==> src/rtl/i2s_cdc_arb_pkg.sv <==
// Shared constants for the I2S CDC arbiter: holding-state encodings,
// default tag width and the tag-width sanity rule.
package i2s_cdc_arb_pkg;

  localparam logic [0:0] EMPTY = 1'b0;
  localparam logic [0:0] FULL  = 1'b1;

  localparam int unsigned DEFAULT_TAG_W = 1;

  // Tag must be wide enough to name every requester.
  function automatic bit tag_w_ok(input int unsigned n_req, input int unsigned tag_w);
    return (64'(1) << tag_w) >= 64'(n_req);
  endfunction

endpackage

==> src/rtl/i2s_rr_pick.sv <==
// Combinational rotate-priority picker: first set request at or after ptr,
// wrapping modulo N.
module i2s_rr_pick #(
  parameter int unsigned N     = 2,
  parameter int unsigned IDX_W = 1
) (
  input  logic [N-1:0]     req,
  input  logic [IDX_W-1:0] ptr,
  output logic             any,
  output logic [N-1:0]     grant,
  output logic [IDX_W-1:0] idx
);

  int unsigned pos;

  always_comb begin
    any   = 1'b0;
    grant = '0;
    idx   = '0;
    pos   = 0;
    for (int unsigned k = 0; k < N; k++) begin
      // ptr is always below N, so one subtraction completes the wrap
      pos = 32'(ptr) + k;
      if (pos >= N) pos = pos - N;
      if (!any && req[pos]) begin
        any        = 1'b1;
        grant[pos] = 1'b1;
        idx        = IDX_W'(pos);
      end
    end
  end

endmodule

==> src/rtl/i2s_cdc_arb.sv <==
// Round-robin arbiter with a 1-entry tagged holding register feeding one
// async CDC source channel shared by N_REQ requesters.
module i2s_cdc_arb
  import i2s_cdc_arb_pkg::*;
#(
  parameter int unsigned WIDTH = 32,
  parameter int unsigned N_REQ = 2,
  parameter int unsigned TAG_W = DEFAULT_TAG_W
) (
  input  logic                   clk,
  input  logic                   rst_n,
  input  logic                   enable,
  input  logic [N_REQ*WIDTH-1:0] req_data,
  input  logic [N_REQ-1:0]       req_valid,
  output logic [N_REQ-1:0]       req_ack,
  output logic [WIDTH+TAG_W-1:0] cdc_data,
  output logic                   cdc_valid,
  input  logic                   cdc_ack,
  output logic                   busy,
  output logic [TAG_W-1:0]       last_grant
);

  localparam int unsigned DW = WIDTH + TAG_W;

  if (!tag_w_ok(N_REQ, TAG_W)) begin : g_bad_tag_w
    $error("i2s_cdc_arb: TAG_W too narrow for N_REQ");
  end

  logic [0:0]       state_q, state_d;
  logic [TAG_W-1:0] ptr_q, ptr_d;
  logic [TAG_W-1:0] last_q, last_d;
  logic [DW-1:0]    data_q, data_d;

  logic             pick_any;
  logic [N_REQ-1:0] pick_grant;
  logic [TAG_W-1:0] pick_idx;
  logic [WIDTH-1:0] pick_payload;
  logic             take_c;

  i2s_rr_pick #(
    .N     (N_REQ),
    .IDX_W (TAG_W)
  ) u_pick (
    .req   (req_valid),
    .ptr   (ptr_q),
    .any   (pick_any),
    .grant (pick_grant),
    .idx   (pick_idx)
  );

  assign pick_payload = req_data[32'(pick_idx)*WIDTH +: WIDTH];

  // Holding state, pointer and tagged word
  always_ff @(posedge clk or negedge rst_n) begin
    if (!rst_n) begin
      state_q <= EMPTY;
      ptr_q   <= '0;
      last_q  <= '0;
      data_q  <= '0;
    end else begin
      state_q <= state_d;
      ptr_q   <= ptr_d;
      last_q  <= last_d;
      data_q  <= data_d;
    end
  end

  // A take can reuse the register in the same cycle the CDC source drains it
  always_comb begin
    state_d = state_q;
    ptr_d   = ptr_q;
    last_d  = last_q;
    data_d  = data_q;
    take_c  = enable && pick_any && ((state_q == EMPTY) || cdc_ack);
    req_ack = take_c ? pick_grant : '0;
    case (state_q)
      EMPTY: begin
        if (take_c) state_d = FULL;
      end
      default: begin
        if (cdc_ack && !take_c) state_d = EMPTY;
      end
    endcase
    if (take_c) begin
      data_d = {pick_idx, pick_payload};
      last_d = pick_idx;
      ptr_d  = (32'(pick_idx) == N_REQ - 1) ? '0 : pick_idx + TAG_W'(1);
    end
  end

  assign cdc_valid  = (state_q == FULL);
  assign busy       = (state_q == FULL);
  assign cdc_data   = data_q;
  assign last_grant = last_q;

endmodule

==> config.mk <==
export PLATFORM = sky130hd
export DESIGN_NAME = i2s_cdc_arb
export DESIGN_NICKNAME = d
export VERILOG_FILES = /design/src/rtl/i2s_cdc_arb_pkg.sv /design/src/rtl/i2s_rr_pick.sv /design/src/rtl/i2s_cdc_arb.sv
export SDC_FILE = /design/constraint.sdc
export NUM_CORES = 1
export LEC_CHECK = 0
export CAP_MARGIN = 20
export CORE_MARGIN = 10
export CORE_UTILIZATION = 26
export DETAILED_ROUTE_END_ITERATION = 7
export PLACE_DENSITY_LB_ADDON = 0.08
export REMOVE_ABC_BUFFERS = 1
export SETUP_SLACK_MARGIN = 0.5
export SKIP_LAST_GASP = 1
export SLEW_MARGIN = 20
export SYNTH_ARGS = -nofsm -noshare
export SYNTH_HDL_FRONTEND = slang
export SYNTH_HIERARCHICAL = 1
export SYNTH_SLANG_ARGS = --single-unit
==> constraint.sdc <==
create_clock -name clk -period 3.7 [get_ports clk]
set_clock_uncertainty 0.2 [all_clocks]
set_input_delay 0.74 -clock clk [delete_from_list [all_inputs] [get_ports clk]]
set_output_delay 0.74 -clock clk [all_outputs]
set_load 0.03 [all_outputs]
==> reports/metrics.yaml <==
outcome:
  outcome: "finished, final reports clean"
clocking:
  h-tree-depth: 2
  cts-root-buf: "clkbuf_8"
  clk_latency_ns: 0.28
  post_cts_resized: 0
  cts_setup_buffers: 0
  clock-sinks: 35
  cts_made_buffers: 5
  hold_buffers: 0
  clockBufferDepth: 2
  tritoncts: "yes"
  path_clk_slew_ns: 0.07
detailed_routing:
  routedWlPerCell_um: 17.55
  drt_wl_total_um: 5862
  ant_nets: 0
  viasPerCell: 4.090
  drc: 0
  drtPass1Iterations: 3
  vias: 1366
  drt_iter0_markers: 17
setup_path:
  cpPeakStageDelay_ns: 0.49
  critical_path.max_fanout: 4
  required_ns: 2.76
  cpMaxStageDelayCell: "clkdlybuf4s50_1"
  critical_path.cell_chain: "clkdlybuf4s50_1 > or2_1 > nand2_1 > a21oi_4 > and2_2 > buf_4"
  critPathCaptureType: "primary output"
  path_class: "in -> out"
  startpoint_type: "input pin"
  arrival_ns: 2.04
  cp-startpoint: "req_valid[0]"
  reg2reg_from: "ptr_q$_DFFE_PN0P_"
yosys:
  ys_async_sr_fraction: 1.000
  yosys.cell_types.count: 15
  syn-cell-area_um2: 2027
  ys_warn_count: 6
  yosys_most_used_dff: "dfrtp_1"
  yosysMostFrequentCell: "mux2_4"
  yosys.area.top_type_share: 0.4321
  synth_area_leaders: "dfrtp_1, mux2_4, mux2_2, buf_6, buf_12"
  avgSynthCellArea_um2: 16.48
  synth_common_cells: "mux2_4, dfrtp_1, mux2_2"
  syn_inst: 123
  synth_edf_count: 0
  yosysSeqAreaShare: 0.4321
  synth_top_area_cell: "dfrtp_1"
  synth-seq-cells: 35
grt:
  grt.total_usage: 0.09866
  grt_pass1_vias: 1676
  overflow: 0
  grt_max_degree: 36
  antenna_found_initial: 0
  grt_pass1_wl_um: 9073
timing:
  min_period_ns: 2.977
  timing.fmax_mhz: 336.0
  setup_viol: 0
  layout_setup_ws_ns: 0.7234
  maxSlewViolCount: 0
  relSlewSlack: 0.4560
  finalCritPeriodShare: 0.8045
  hold_viol: 0
  worstMarginPinSlew_ns: 0.8160
  tns_ns: 0
  rsz0062_at_grt: "false"
floorplan:
  die_h_um: 108.3
  dieArea_um2: 11730
  io-pin-count: 108
  rows: 32
  initial_utilization: 0.2651
  core_um2: 7647
  die_w_um: 108.3
power:
  power_density_nw_per_um2: 487.9
  cellLeakagePower_nw: 1.436
  vdd_drop_max_v: 0.0001757
placement:
  hpwlAfterDp_um: 4569
  placed_cells: 326
  preCtsSetupSlack_ns: 0.7252
  gp_congestion: 0.7010
  io_buffers: 107
layout:
  antenna_cells: 0
  finalNetCount: 301
  fin_cells: 334
  layout-drive-gt1-share: 0.3578
  area_growth_pct: 61.05
worst_hold_path:
  hold_path_class: "reg -> reg"
  hp-start: "cdc_data[24]$_DFFE_PN0P_"
flow_run:
  drv_cap: 0
## state kept, by name, summed over array words and instances (netlist names)
signal	flops
last_grant	1
busy	1
ptr_q	1
cdc_data	32
## critical path: cells and delay by family
family / cells / cell delay, ns
and+or+nand+nor: 3 / 0.58
AOI/OAI and AO/OA: 1 / 0.05
buffers and inverters: 2 / 0.65
## path summary, 6_finish.rpt
check,cells after the start,end,slack [ns]
setup / recovery,6,req_ack[0],0.72
setup reg to reg,5,cdc_data[13]$_DFFE_PN0P_,1.83
hold reg to reg,1,cdc_data[24]$_DFFE_PN0P_,0.31
max in group asynchronous,1,cdc_data[25]$_DFFE_PN0P_,2.43
min in group asynchronous,1,cdc_data[31]$_DFFE_PN0P_,0.34
hold / removal,1,cdc_data[24]$_DFFE_PN0P_,0.31
## cell usage in the layout, fill, tap and decap left out
cell / count
nand2_1: 1
o21ai_0: 1
clkbuf_8: 6
bufinv_16: 1
dfrtp_1: 35
mux2_2: 9
clkdlybuf4s50_1: 104
mux2_4: 56
buf_2: 1
and2_2: 2
buf_12: 1
a21boi_4: 1
buf_4: 4
or2_1: 1
a21boi_0: 2
a21oi_4: 1
clkinv_2: 1
mux2i_1: 1
inv_1: 4
## cells by family (layout without fill, tap and decap cells)
kind of cell    after synthesis  in the layout  share of synthesized area
buf+inv                      13            122                    0.06419
flops                        35             35                     0.4321
compound gates                5              5                    0.02160
simple gates                  4              4                    0.01234
mux                          66             66                     0.4698
## power by group
part	switching (mW)	internal [mW]	total [mW]
registers	0.0527	0.469	0.522
clock network	0.142	0.218	0.360
logic	0.323	0.388	0.711
total	0.517	1.08	1.59
## metrics by stage
step                      hold WS [ns]  instance area (um2)  total power, mW    util
after detailed placement        0.2907                 3147            1.252  0.4115
after floorplan                 0.2444                 1912           0.9424       -
after global routing            0.3315                 3264            1.682  0.4269
after CTS                       0.3167                 3264            1.628  0.4269
after global placement          0.2912                 3147            1.237  0.4115
final                           0.3130                 3264            1.593  0.4269
## area by class of cell
class                   count  area, um2
well taps                 102      127.6
multi-input cells          75       1032
flip-flops and latches     35      875.8
clock buffers               6      82.58
repair buffers            110       1096
fillers                   713       4383
clock inverters             2      35.03
inverters                   4      15.01
## metal layers
metal / routed length (um) / up-vias / track usage / share of wire
li1: - / 647 / - / -
met5: 0 / - / 0 / 0
met1: 2223 / 668 / 0.1061 / 0.38
met3: 445 / 2 / 0.03926 / 0.076
met4: 17 / 0 / 0.02260 / 0.0029
met2: 3174 / 49 / 0.1776 / 0.54
No activity file was read; power rests on OpenSTA's default activity.
